**src/rtl/alu_exec_pkg.sv**
```systemverilog
// Shared op codes, FSM state encoding and op-class helpers for the ALU execution unit.
package alu_pkg;

  localparam logic [3:0] OP_ADD = 4'b1110;
  localparam logic [3:0] OP_SUB = 4'b0100;
  localparam logic [3:0] OP_AND = 4'b0010;
  localparam logic [3:0] OP_OR  = 4'b0011;
  localparam logic [3:0] OP_XOR = 4'b0111;
  localparam logic [3:0] OP_SLL = 4'b1010;
  localparam logic [3:0] OP_SRL = 4'b1000;
  localparam logic [3:0] OP_SRA = 4'b1001;
  localparam logic [3:0] OP_JR  = 4'b1100;

  localparam logic [1:0] S_IDLE  = 2'd0;
  localparam logic [1:0] S_SHIFT = 2'd1;
  localparam logic [1:0] S_DONE  = 2'd2;

  function automatic logic is_shift(input logic [3:0] op);
    return (op == OP_SLL) || (op == OP_SRL) || (op == OP_SRA);
  endfunction

  function automatic logic is_legal(input logic [3:0] op);
    case (op)
      OP_ADD, OP_SUB, OP_AND, OP_OR, OP_XOR,
      OP_SLL, OP_SRL, OP_SRA, OP_JR: return 1'b1;
      default:                       return 1'b0;
    endcase
  endfunction

endpackage

```
**src/rtl/alu_exec_if.sv**
```systemverilog
// Request/response handshake bundle between operand fetch, alu_exec and write-back.
interface alu_exec_if #(
  parameter int WIDTH = 32,
  parameter int SHW   = 5
);
  logic             in_valid;
  logic             in_ready;
  logic [3:0]       op;
  logic [WIDTH-1:0] a;
  logic [WIDTH-1:0] b;
  logic [SHW-1:0]   shamt;
  logic             out_valid;
  logic             out_ready;
  logic [WIDTH-1:0] result;
  logic             zero;
  logic             overflow;
  logic             illegal;

  modport master (
    output in_valid, op, a, b, shamt, out_ready,
    input  in_ready, out_valid, result, zero, overflow, illegal
  );

  modport slave (
    input  in_valid, op, a, b, shamt, out_ready,
    output in_ready, out_valid, result, zero, overflow, illegal
  );
endinterface

```
**src/rtl/alu_exec_shift_step.sv**
```systemverilog
// Combinational one-bit shift of the operand, direction and fill selected by op.
module alu_shift_step
  import alu_pkg::*;
#(
  parameter int WIDTH = 32
) (
  input  logic [3:0]       op,
  input  logic [WIDTH-1:0] din,
  output logic [WIDTH-1:0] dout
);

  always_comb begin
    dout = din;
    case (op)
      OP_SLL:  dout = {din[WIDTH-2:0], 1'b0};
      OP_SRL:  dout = {1'b0, din[WIDTH-1:1]};
      OP_SRA:  dout = {din[WIDTH-1], din[WIDTH-1:1]};
      default: dout = din;
    endcase
  end

endmodule

```
**src/rtl/alu_exec.sv**
```systemverilog
// Multi-cycle ALU: single-cycle add/sub/logic/jr, iterative one-bit-per-cycle shifts,
// valid/ready handshakes on request and result sides.
module alu_exec
  import alu_pkg::*;
#(
  parameter int WIDTH = 32,
  parameter int SHW   = 5
) (
  input logic     clk,
  input logic     rst,
  alu_exec_if.slave bus
);

  logic [1:0]       state;
  logic [3:0]       op_q;
  logic [SHW-1:0]   cnt;
  logic [WIDTH-1:0] result_q;
  logic             ovf_q;
  logic             ill_q;

  logic [WIDTH-1:0] sum;
  logic [WIDTH-1:0] diff;
  logic [WIDTH-1:0] comb_res;
  logic             comb_ovf;
  logic [WIDTH-1:0] step_out;

  assign sum  = bus.a + bus.b;
  assign diff = bus.a - bus.b;

  always_comb begin
    comb_res = '0;
    comb_ovf = 1'b0;
    case (bus.op)
      OP_ADD: begin
        comb_res = sum;
        comb_ovf = (bus.a[WIDTH-1] == bus.b[WIDTH-1]) && (sum[WIDTH-1] != bus.a[WIDTH-1]);
      end
      OP_SUB: begin
        comb_res = diff;
        comb_ovf = (bus.a[WIDTH-1] != bus.b[WIDTH-1]) && (diff[WIDTH-1] != bus.a[WIDTH-1]);
      end
      OP_AND:                 comb_res = bus.a & bus.b;
      OP_OR:                  comb_res = bus.a | bus.b;
      OP_XOR:                 comb_res = bus.a ^ bus.b;
      OP_JR:                  comb_res = bus.a;
      OP_SLL, OP_SRL, OP_SRA: comb_res = bus.b;
      default:                comb_res = '0;
    endcase
  end

  // The result register doubles as the shift register; out_valid is low while it shifts.
  alu_shift_step #(.WIDTH(WIDTH)) u_step (
    .op   (op_q),
    .din  (result_q),
    .dout (step_out)
  );

  always_ff @(posedge clk) begin
    if (rst) begin
      state    <= S_IDLE;
      op_q     <= '0;
      cnt      <= '0;
      result_q <= '0;
      ovf_q    <= 1'b0;
      ill_q    <= 1'b0;
    end else begin
      case (state)
        S_IDLE: begin
          if (bus.in_valid) begin
            op_q     <= bus.op;
            result_q <= comb_res;
            ovf_q    <= comb_ovf;
            ill_q    <= !is_legal(bus.op);
            if (is_shift(bus.op) && (bus.shamt != '0)) begin
              cnt   <= bus.shamt;
              state <= S_SHIFT;
            end else begin
              state <= S_DONE;
            end
          end
        end
        S_SHIFT: begin
          result_q <= step_out;
          cnt      <= cnt - SHW'(1);
          if (cnt == SHW'(1)) state <= S_DONE;
        end
        S_DONE: begin
          if (bus.out_ready) state <= S_IDLE;
        end
        default: state <= S_IDLE;
      endcase
    end
  end

  assign bus.in_ready  = (state == S_IDLE);
  assign bus.out_valid = (state == S_DONE);
  assign bus.result    = result_q;
  assign bus.zero      = (result_q == '0);
  assign bus.overflow  = ovf_q;
  assign bus.illegal   = ill_q;

endmodule

```
**src/flat_wrapper.sv**
```systemverilog
// flat-port wrapper written by rule: the top's interface ports become plain ports
module alu_exec_flat import alu_pkg::*;
#(
  parameter int WIDTH = 32,
  parameter int SHW   = 5
)
  (clk, rst, bus_in_valid, bus_op, bus_a, bus_b, bus_shamt, bus_out_ready, bus_in_ready, bus_out_valid, bus_result, bus_zero, bus_overflow, bus_illegal);
  alu_exec_if #(.WIDTH(WIDTH), .SHW(SHW)) bus_i ();
  input logic clk;
  input logic rst;
  input wire logic [$bits(bus_i.in_valid)-1:0] bus_in_valid;
  input wire logic [$bits(bus_i.op)-1:0] bus_op;
  input wire logic [$bits(bus_i.a)-1:0] bus_a;
  input wire logic [$bits(bus_i.b)-1:0] bus_b;
  input wire logic [$bits(bus_i.shamt)-1:0] bus_shamt;
  input wire logic [$bits(bus_i.out_ready)-1:0] bus_out_ready;
  output wire logic [$bits(bus_i.in_ready)-1:0] bus_in_ready;
  output wire logic [$bits(bus_i.out_valid)-1:0] bus_out_valid;
  output wire logic [$bits(bus_i.result)-1:0] bus_result;
  output wire logic [$bits(bus_i.zero)-1:0] bus_zero;
  output wire logic [$bits(bus_i.overflow)-1:0] bus_overflow;
  output wire logic [$bits(bus_i.illegal)-1:0] bus_illegal;
  assign bus_i.in_valid = bus_in_valid;
  assign bus_i.op = bus_op;
  assign bus_i.a = bus_a;
  assign bus_i.b = bus_b;
  assign bus_i.shamt = bus_shamt;
  assign bus_i.out_ready = bus_out_ready;
  assign bus_in_ready = bus_i.in_ready;
  assign bus_out_valid = bus_i.out_valid;
  assign bus_result = bus_i.result;
  assign bus_zero = bus_i.zero;
  assign bus_overflow = bus_i.overflow;
  assign bus_illegal = bus_i.illegal;
  alu_exec #(.WIDTH(WIDTH), .SHW(SHW)) u_core (.clk(clk), .rst(rst), .bus(bus_i));
endmodule
```
**config.mk**
```make
export PLATFORM = sky130hd
export DESIGN_NAME = alu_exec_flat
export DESIGN_NICKNAME = d
export VERILOG_FILES = /design/src/rtl/alu_exec_pkg.sv /design/src/rtl/alu_exec_if.sv /design/src/rtl/alu_exec_shift_step.sv /design/src/rtl/alu_exec.sv /design/src/flat_wrapper.sv
export SDC_FILE = /design/constraint.sdc
export NUM_CORES = 1
export LEC_CHECK = 0
export ABC_CLOCK_PERIOD_IN_PS = 3720
export BUFFER_PORTS_ARGS = -buffer_cell sky130_fd_sc_hd__buf_2
export CORE_UTILIZATION = 45
export DETAILED_ROUTE_END_ITERATION = 6
export PLACE_DENSITY = 0.65
export SYNTH_ARGS = -nofsm -noshare
export SYNTH_HDL_FRONTEND = slang
export SYNTH_SLANG_ARGS = --single-unit
export TNS_END_PERCENT = 100
```
**constraint.sdc**
```tcl
create_clock -name clk -period 3.72 [get_ports clk]
set_input_delay 0.744 -clock clk [delete_from_list [all_inputs] [get_ports clk]]
set_output_delay 0.744 -clock clk [all_outputs]
set_load 0.05 [all_outputs]
```
==> summary.md, run 1 <==
| Metric | Value |
|---|---|
| Worst Path Max Fanout | `4` |
| Vias/cell | `6.46` |
| CP Launch Point | `bus_b[1]` |
| Switching share of power | `45.7%` |
| Max rail drop VDD | `0.000212 V` |
| H-tree depth | `2` |
| Post-synth top area cell | `ha_1` |
| Root Buffer | `clkbuf_16` |
| Outcome | `finished, final reports clean` |
| Gr usage total | `32.1%` |
| Post-route insts no fill | `1,491` |
| Initial core utilization | `46.5%` |
| TritonRoute pass-1 iters | `6` |
| Max-slew violations | `0` |
| Sw power | `1.10 mW` |
| Gate Count Post-Synth | `1,165` |
| FF-to-FF Start | `u_core.state[0]` |
| Final worst-path cycle share | `92.9%` |
| Gp weighted congestion | `0.989` |
| First-pass GRT wire length | `46.8 mm` |
| Worst EP required | `3.90 ns` |
| Vias | `9,632` |
| Clk pwr share | `22.6%` |
| Clock sinks | `45` |
| Hold WC Path Type | `flop to flop` |
| Critical path endpoint category | `flop` |
| Nets@finish | `1,454` |
| Die area | `0.0185 mm²` |
| Hold Buf Count CTS | `0` |
| Initial DRC Count | `1,118` |
| Seq cells post-synth | `45` |
| Rel. slew slack | `43.5%` |
| Post-CTS sizing | `0` |
| Setup CP Type | `input port to flop` |
| Total area of sequential cells | `901 µm²` |
| Port buffer count | `113` |
| Worst hold start | `u_core.op_q[0]` |
| Power share of the combinational group | `53.5%` |
| Skew-Pair Late Insertion Delay | `0.30 ns` |
| Multi-input gate area | `0.00648 mm²` |
| R2R depth | `8` |
| Post-synthesis cell area | `0.00810 mm²` |
| Std-Cell Rows | `48` |
| Synth area leaders | `ha_1 (17%), dfxtp_1 (11%), a21oi_1 (7.0%)` |
| Die Y-Extent | `136 µm` |
| Most common cell in the synthesized netlist | `a21oi_1` |
| Area of the core | `0.0174 mm²` |
| DR DRC count | `0` |
| Mapped Nets | `1,354` |
| RSZ-0062 raised after global routing | `no` |
| Clk slew on worst S/H paths | `0.07 ns` |
| Vias in the first global route | `8,543` |
| Placed cells | `1,483` |
| Filler cell count | `1,720` |
| Worst-Margin Slew | `0.848 ns` |
| Mean post-synth cell area | `6.95 µm²` |
| MaxCap Viol Count | `0` |
| Pin count of the biggest net entering global routing | `39` |
| Pleak | `4.24 nW` |
| Routed wire length per instance | `20.0 µm` |
| Post-synth EDFFs | `0` |
| N_diodes | `0` |
| Register area share after synthesis | `11.1%` |
| CP arrival | `3.64 ns` |
| Int Pwr | `1.31 mW` |
| Layout area overhead | `14.9%` |
| Yosys cell types | `86` |
| CTS tree | `built` |
| Reg2reg setup slack | `1.15 ns` |
| Clock tree buffer depth | `2` |
| Min Tclk post-route | `3.46 ns` |
| Top-area cell type share of the netlist area | `17.0%` |
| Antenna viol nets, final | `0` |
| Dominant synthesized flop cell | `dfxtp_1` |
| Global route overflow | `0` |
| Routed wire length | `29.8 mm` |
| Maximum clock skew at final layout | `0.00751 ns` |
| Setup violators final | `0` |
| Worst hold path depth | `2` |
| Ports | `114` |
| Worst setup SP type | `input port` |
| Sequential share of power | `23.9%` |
| Pwr Density | `260 mW/mm²` |
| Synth top cells by count | `a21oi_1 (113), ha_1 (110), nand2_1 (107)` |
| Total negative slack | `0 ns` |
| Dpl hpwl | `22.9 mm` |
| Share of post-route cells with drive strength above 1 | `16.9%` |
| # Post-CTS Setup Buffers | `0` |
| Initial antenna violation count | `0` |
| Hold Path End | `u_core.op_q[0]` |
| CTS Buf Count | `5` |
| DIE WIDTH | `136 µm` |
| Final Hold Viols | `0` |
| Post-synth ARST share | `0%` |
| Worst R2R End | `u_core.bus.result[26]` |
| Max Freq | `289 MHz` |
| Synth warn | `0` |
registers in the layout (all words and copies together) (netlist names):
register,count
u_core.bus.overflow,1
u_core.state,2
u_core.bus.illegal,1
u_core.cnt,5
u_core.op_q,4
u_core.bus.result,32
power groups by stage:
stage	combinational (mW)	clock (mW)	sequential, mW
5_1_grt	1.40	0.562	0.582
3_5_place_dp	1.25	0	0.586
2_1_floorplan	0.755	0	0.671
6_report	1.29	0.546	0.576
4_1_cts	1.26	0.548	0.575
3_3_place_gp	1.25	0	0.586
layout make-up:
cell class / instances / area share, %
inverter: 104 / 4.19
timing repair buffer: 176 / 11.6
clock inverter: 2 / 0.403
sequential: 45 / 9.68
tap: 225 / 3.03
clock buffer: 6 / 1.49
multi-input combinational: 933 / 69.6
layout by cell type (no fill, tap or decap), types with 16 or more instances in the layout:
master and instances:
mux2i_1 26, a21oi_1 113, a31oi_1 16, nor2_1 92, nand3_1 26, nand2_1 107, nor3_1 28, buf_2 113
ha_1 110, inv_1 102, o221ai_1 18, a21o_1 20, buf_4 60, a22oi_1 17, o21ai_0 79, dfxtp_1 45
how the worst max path moves through the flow:
| stage | end | slack (ns) | depth (start not counted) |
|---|---|---|---|
| after floorplan | u_core.bus.result[25] | 0.42 | 11 |
| after global routing | u_core.bus.result[11] | 0.18 | 13 |
| after detailed placement | u_core.bus.result[25] | 0.08 | 12 |
| after global placement | u_core.bus.result[11] | 0.16 | 13 |
| final | u_core.bus.result[11] | 0.26 | 13 |
| after CTS | u_core.bus.result[25] | 0.38 | 12 |
cells by family after synthesis:
group                    after synthesis  share of synthesized area [%]
flip-flops                            45                           11.1
multiplexers                          29                           3.77
AND/OR/NAND/NOR                      341                           19.9
buffers and inverters                187                           9.07
XOR/XNOR                               6                          0.649
AO/OA/AOI/OAI                        445                           38.0
adder cells (fa/ha/maj)              112                           17.5
per-layer routing:
metal | wire length (µm) | vias up | global-route usage, %
met1 | 13700 | 4514 | 47.6
li1 | - | 4519 | -
met3 | 3020 | 62 | 4.40
met5 | 0 | - | 0
met2 | 12200 | 537 | 47.1
met4 | 771 | 0 | 9.88
stage by stage:
stage                     worst slack (ns)  utilization [%]  area, µm²  power [mW]  hold slack (ns)
final                                0.263             53.4       9310        2.42            0.475
after global placement               0.163             52.4       9130        1.84            0.465
after CTS                            0.377             53.4       9310        2.38            0.480
after floorplan                      0.424                -       8100        1.43            0.450
after global routing                 0.177             53.4       9310        2.54            0.524
after detailed placement            0.0773             52.4       9130        1.84            0.470
critical path, stage by stage:
cell	delay [ns]
buf_2	0.11
inv_1	0.11
ha_1	0.35
a21o_1	0.15
nand4_1	0.17
a211oi_1	0.64
nor2_1	0.15
o21ai_0	0.30
o221ai_1	0.15
a221oi_1	0.32
buf_4	0.19
o221ai_1	0.11
o211a_1	0.15
Power figures use the tool's default switching activity.
==> inputs of run 2 (changes only) <==
--- a/config.mk
+++ b/config.mk
@@ -5,11 +5,12 @@
 export SDC_FILE = /design/constraint.sdc
 export NUM_CORES = 1
 export LEC_CHECK = 0
+export ABC_AREA = 1
 export ABC_CLOCK_PERIOD_IN_PS = 3720
 export BUFFER_PORTS_ARGS = -buffer_cell sky130_fd_sc_hd__buf_2
 export CORE_UTILIZATION = 45
 export DETAILED_ROUTE_END_ITERATION = 6
-export PLACE_DENSITY = 0.65
+export PLACE_DENSITY = 0.64
 export SYNTH_ARGS = -nofsm -noshare
 export SYNTH_HDL_FRONTEND = slang
 export SYNTH_SLANG_ARGS = --single-unit
==> run 2 against run 1 <==
The flow now finishes with violations (DRC); synthesized cell count up 48%; die area increased by 15%; via count rose by 17%; design area rose by 9.3%; worst setup slack better by 0.44 ns; sequential power is 5.6% higher; critical path type unchanged; highest routed layer unchanged; non-clock buffer count down 47; largest power group unchanged; critical endpoint is now u_core.bus.result[29].
==> summary.md, run 2 <==
| Metric | Value |
|---|---|
| Placed cells | `2,055` |
| Worst hold start | `u_core.cnt[2]` |
| TritonRoute pass-1 iters | `7` |
| Post-synth ARST share | `0%` |
| Synth area leaders | `nand2_1 (20%), ha_1 (15%), inv_1 (14%)` |
| Initial antenna violation count | `0` |
| Reg2reg setup slack | `1.51 ns` |
| Pwr Density | `260 mW/mm²` |
| Commonest non-fill, non-tap cell in the layout | `nand2_1` |
| CP Launch Point | `bus_op[0]` |
| Vias in the first global route | `10.3k` |
| Most common cell in the synthesized netlist | `nand2_1` |
| Most frequent cells in the layout | `nand2_1 (483), inv_1 (342), nand3_1 (131)` |
| Post-synth top area cell | `nand2_1` |
| Post-route insts no fill | `2,063` |
| Die area | `0.0212 mm²` |
| Final instance area | `0.0102 mm²` |
| Multi-input gate area | `0.00675 mm²` |
| Ports | `114` |
| Setup CP Type | `input port to flop` |
| Filler cell count | `2,243` |
| Worst setup SP type | `input port` |
| Vias/cell | `5.48` |
| CTS tree | `built` |
| H-tree depth | `2` |
| Clock tree buffer depth | `2` |
| DR DRC count | `1` |
| Clock sinks | `45` |
| CTS Buf Count | `5` |
| Gate Count Post-Synth | `1,721` |
| MaxCap Viol Count | `0` |
| Top-area cell type share of the netlist area | `19.5%` |
| Max rail drop VDD | `0.000213 V` |
| Max reg flops | `32` |
| Outcome | `finished with violations` |
| Share of post-route cells with drive strength above 1 | `9.54%` |
| Placed cell areas | `0.0100 mm²` |
| Skew-Pair Late Insertion Delay | `0.29 ns` |
| Critical path endpoint category | `flop` |
| Root Buffer | `clkbuf_16` |
| Antenna viol nets, final | `0` |
| Max-slew violations | `0` |
| Global route overflow | `0` |
| CP arrival | `3.19 ns` |
| Violated checks | `DRC` |
| Mapped Nets | `1,910` |
| Die Y-Extent | `146 µm` |
| Worst EP required | `3.89 ns` |
| Synth warn | `0` |
| Vias | `11.3k` |
| RSZ-0062 raised after global routing | `no` |
| FF-to-FF Start | `u_core.state[0]` |
| Worst-Margin Slew | `1.18 ns` |
| Area of the core | `0.0202 mm²` |
| Yosys cell types | `47` |
| First-pass GRT wire length | `55.2 mm` |
| Min Tclk post-route | `3.02 ns` |
| Dominant synthesized flop cell | `dfxtp_1` |
| Initial core utilization | `45.9%` |
| Maximum clock skew at final layout | `0.00865 ns` |
| Gp weighted congestion | `1.01` |
| Final worst-path cycle share | `81.1%` |
| Rel. slew slack | `21.0%` |
| Post-CTS sizing | `0` |
| # Post-CTS Setup Buffers | `0` |
| Routed wire length | `35.3 mm` |
| DIE WIDTH | `146 µm` |
| Initial DRC Count | `1,052` |
| Gr usage total | `32.8%` |
| Pleak | `5.79 nW` |
| Port buffer count | `113` |
| Clk slew on worst S/H paths | `0.07 ns` |
| Hold WC Path Type | `flop to flop` |
| Std-Cell Rows | `52` |
| Synth top cells by count | `nand2_1 (483), inv_1 (343), nand3_1 (131)` |
| Seq cells post-synth | `45` |
| Post-synth EDFFs | `0` |
| Max Freq | `331 MHz` |
| Nets@finish | `1,981` |
| Routed wire length per instance | `17.1 µm` |
| Total negative slack | `0 ns` |
| N_diodes | `0` |
| Final Hold Viols | `0` |
| Total area of sequential cells | `901 µm²` |
| Final hold slack | `0.485 ns` |
| Pin count of the biggest net entering global routing | `69` |
| Worst Path Max Fanout | `19` |
| Dpl hpwl | `28.3 mm` |
| Mean post-synth cell area | `5.40 µm²` |
| Layout area overhead | `9.48%` |
| Post-synthesis cell area | `0.00929 mm²` |
| Register area share after synthesis | `9.69%` |
| Hold Buf Count CTS | `0` |
| Setup violators final | `0` |
-- run 2: cell count changes after synthesis, moves of 13 or more --
| cell | delta |
|---|---|
| nand2_1 | +376 |
| clkbuf_1 | -39 |
| nor3_1 | -15 |
| a221o_1 | -13 |
| mux2i_1 | -26 |
| o21ai_0 | +27 |
| nor2_1 | +29 |
| a21o_1 | -20 |
| o22ai_1 | +39 |
| a22oi_1 | -16 |
| o221ai_1 | -17 |
| buf_2 | +17 |
| nand3_1 | +105 |
| inv_1 | +241 |
-- run 2: power by group --
| group | internal (mW) | total (mW) | switching (mW) |
|---|---|---|---|
| combinational | 0.423 | 1.51 | 1.09 |
| sequential | 0.541 | 0.608 | 0.0672 |
| clock | 0.319 | 0.518 | 0.199 |
-- run 2: metrics by stage --
stage / utilization, % / power (mW) / worst slack (ns)
2_1_floorplan: - / 1.65 / 0.967
3_3_place_gp: 49.4 / 2.09 / 0.418
3_5_place_dp: 49.4 / 2.10 / 0.434
4_1_cts: 50.3 / 2.61 / 0.724
5_1_grt: 50.3 / 2.82 / 0.622
6_report: 50.3 / 2.64 / 0.703
-- run 2: area by class of cell --
class | count | area share [%]
clock buffer | 6 | 1.27
clock inverter | 2 | 0.381
inverter | 352 | 13.0
multi-input combinational | 1259 | 66.3
sequential | 45 | 8.86
tap | 270 | 3.32
timing repair buffer | 129 | 6.86
-- run 2: routing by layer --
metal | GRT usage [%] | share of wire [%] | vias up
met5 | 0 | 0 | -
met2 | 55.1 | 45 | 459
met1 | 42.9 | 44 | 5113
met3 | 2.79 | 6.0 | 84
li1 | - | - | 5641
met4 | 14.2 | 4.3 | 0
-- run 2: cells by family after synthesis --
group | synth area share (%)
simple gates | 36.0
compound gates | 21.2
xor+xnor | 0.189
buf+inv | 17.7
flops | 9.69
fa+ha+maj | 15.2
-- run 2: critical path: stages --
cell      delay [ns]
buf_2           0.13
inv_1           0.07
ha_1            0.23
nand2_1         0.71
buf_4           0.39
o22ai_1         0.10
a211oi_1        0.41
nand3_1         0.23
nand2_1         0.10
a21oi_1         0.08
-- run 2: final timing paths --
kind | end | cells after the start
worst min register to register | u_core.cnt[2] | 2
worst max register to register | u_core.bus.result[30] | 8
worst max-delay path | u_core.bus.result[29] | 10
worst min-delay path | u_core.cnt[2] | 2
==> inputs of run 3 (changes only) <==
--- a/config.mk
+++ b/config.mk
@@ -6,7 +6,7 @@
 export NUM_CORES = 1
 export LEC_CHECK = 0
 export ABC_AREA = 1
-export ABC_CLOCK_PERIOD_IN_PS = 3720
+export ABC_CLOCK_PERIOD_IN_PS = 2950
 export BUFFER_PORTS_ARGS = -buffer_cell sky130_fd_sc_hd__buf_2
 export CORE_UTILIZATION = 45
 export DETAILED_ROUTE_END_ITERATION = 6
==> constraint.sdc (replaced) <==
create_clock -name clk -period 2.95 [get_ports clk]
set_input_delay 0.59 -clock clk [delete_from_list [all_inputs] [get_ports clk]]
set_output_delay 0.59 -clock clk [all_outputs]
set_load 0.05 [all_outputs]
==> run 3 against run 2 <==
The run now ends clean; non-clock buffer count rose by 27; total power up 27%; clock skew up 0.00058 ns; largest cell class unchanged; count of clock-buffer cells in the layout stayed put; register-to-register slack got worse by 0.71 ns; critical path depth up 5; core utilization increased by 1.1 points.
==> summary.md, run 3 (synthesized netlist as in run 2, its figures left out) <==
| Metric | Value |
|---|---|
| Outcome | `finished, final reports clean` |
| Worst path top cell family by delay | `compound AO/OA/AOI/OAI gates` |
| MaxCap Viol Count | `0` |
| Rel. slew slack | `33.2%` |
| Routed wire length per instance | `16.3 µm` |
| Max reg flops | `32` |
| Area of the core | `0.0202 mm²` |
| Gp weighted congestion | `1.01` |
| Critical path endpoint category | `flop` |
| Die area | `0.0212 mm²` |
| CP Buf/Inv Count | `3` |
| Hold Buf Count CTS | `0` |
| Clock sinks | `45` |
| Worst path max stage delay | `0.46 ns` |
| CP arrival | `2.82 ns` |
| Most Crowded Layer GR | `met2` |
| Clk slew on worst S/H paths | `0.07 ns` |
| Final Hold Viols | `0` |
| Max rail drop VDD | `0.000191 V` |
| Final hold slack | `0.497 ns` |
| Placed cell areas | `0.0102 mm²` |
| Final core occ | `51.3%` |
| Nets@finish | `2,008` |
| Final worst-path cycle share | `87.6%` |
| CTS tree | `built` |
| Initial antenna violation count | `0` |
| CTS Buf Count | `5` |
| Share of post-route cells with drive strength above 1 | `10.9%` |
| Setup slack after layout | `0.366 ns` |
| Setup violators final | `0` |
| Worst EP required | `3.18 ns` |
| RSZ-0062 raised after global routing | `no` |
| TritonRoute pass-1 iters | `7` |
| Vias | `11.4k` |
| Dpl hpwl | `27.6 mm` |
| Initial DRC Count | `937` |
| Slowest stage cell, crit path | `ha_1` |
| Routed wire length | `34.1 mm` |
| Worst setup SP type | `input port` |
| Root Buffer | `clkbuf_16` |
| Initial core utilization | `45.9%` |
| # Post-CTS Setup Buffers | `0` |
| Max-slew violations | `0` |
| DR DRC count | `0` |
| Vias in the first global route | `10.6k` |
| Pleak | `5.92 nW` |
| Layout area overhead | `11.8%` |
| Gr usage total | `32.1%` |
| Ports | `114` |
| Pin count of the biggest net entering global routing | `63` |
| CP Cell Sequence | `buf_2, inv_1, ha_1, inv_1, a21oi_1, nor2_1, o21bai_1, nand2_1, a21oi_1, nand2_1, nand2_1, nand3_1, nand2_1, nand2_1, a21oi_2` |
| Hold WC Path Type | `flop to flop` |
| H-tree depth | `2` |
| Worst-Margin Slew | `1.00 ns` |
| Setup CP Type | `input port to flop` |
| Pwr Density | `323 mW/mm²` |
| Multi-input gate area | `0.00675 mm²` |
| Skew-Pair Late Insertion Delay | `0.30 ns` |
| Maximum clock skew at final layout | `0.00924 ns` |
| Min Tclk post-route | `2.58 ns` |
| Antenna viol nets, final | `0` |
| Routing usage on met3 | `3.42%` |
| Die Y-Extent | `146 µm` |
| First-pass GRT wire length | `54.7 mm` |
| GR Util met1 | `41.8%` |
| Clock tree buffer depth | `2` |
| Vias/cell | `5.44` |
| Filler cell count | `2,225` |
| Cell mode on critical path | `nand2_1` |
| Port buffer count | `113` |
| Worst Path Max Fanout | `8` |
| Most frequent cells in the layout | `nand2_1 (483), inv_1 (342), nand3_1 (131)` |
| Max Freq | `387 MHz` |
| DP Worst Slack | `0.0808 ns` |
| Std-Cell Rows | `52` |
| N_diodes | `0` |
| Total negative slack | `0 ns` |
| Post-CTS sizing | `0` |
| Commonest non-fill, non-tap cell in the layout | `nand2_1` |
| Final instance area | `0.0104 mm²` |
| Total area of sequential cells | `901 µm²` |
| Global route overflow | `0` |
| DIE WIDTH | `146 µm` |
| Met2 capacity usage during global routing | `54.0%` |
[run 3: where the power goes]
group	internal, mW	leakage [nW]	total, mW	switching [mW]
clock	0.402	0.0810	0.663	0.260
combinational	0.568	5.47	1.93	1.36
sequential	0.682	0.371	0.766	0.0835
total	1.65	5.92	3.36	1.71
[run 3: path summary, 6_finish.rpt]
check	endpoint	cells past startpoint	slack [ns]	start
worst max register to register	u_core.bus.result[18]	10	0.80	u_core.op_q[3]
worst min-delay path	u_core.cnt[2]	2	0.50	u_core.cnt[2]
worst max-delay path	u_core.bus.result[31]	15	0.37	bus_b[24]
worst min register to register	u_core.cnt[2]	2	0.50	u_core.cnt[2]
[run 3: worst min-delay path, stage by stage, from the launching register on]
cell     delay, ns
dfxtp_1       0.33
nand2_1       0.07
a21oi_1       0.05
[run 3: area by class of cell]
class                   count  area share, %
clock buffers               6           1.24
repair buffers            156           8.79
well taps                 270           3.25
flip-flops and latches     45           8.67
clock inverters             2          0.373
multi-input cells        1259           65.0
inverters                 352           12.7
[run 3: through the flow]
| step | total power, mW | instances |
|---|---|---|
| 3_5_place_dp | 2.67 | 2082 |
| 3_3_place_gp | 2.66 | 2082 |
| 5_1_grt | 3.59 | 2090 |
| 4_1_cts | 3.32 | 2090 |
| 2_1_floorplan | 2.08 | 1721 |
| 6_report | 3.36 | 2090 |
[run 3: routing by layer]
layer,part of all wire [%],routed length [µm],up-vias
met2,46,15600,425
met5,0,0,-
met1,44,15000,5177
met4,4.2,1430,0
li1,-,-,5683
met3,6.0,2050,79
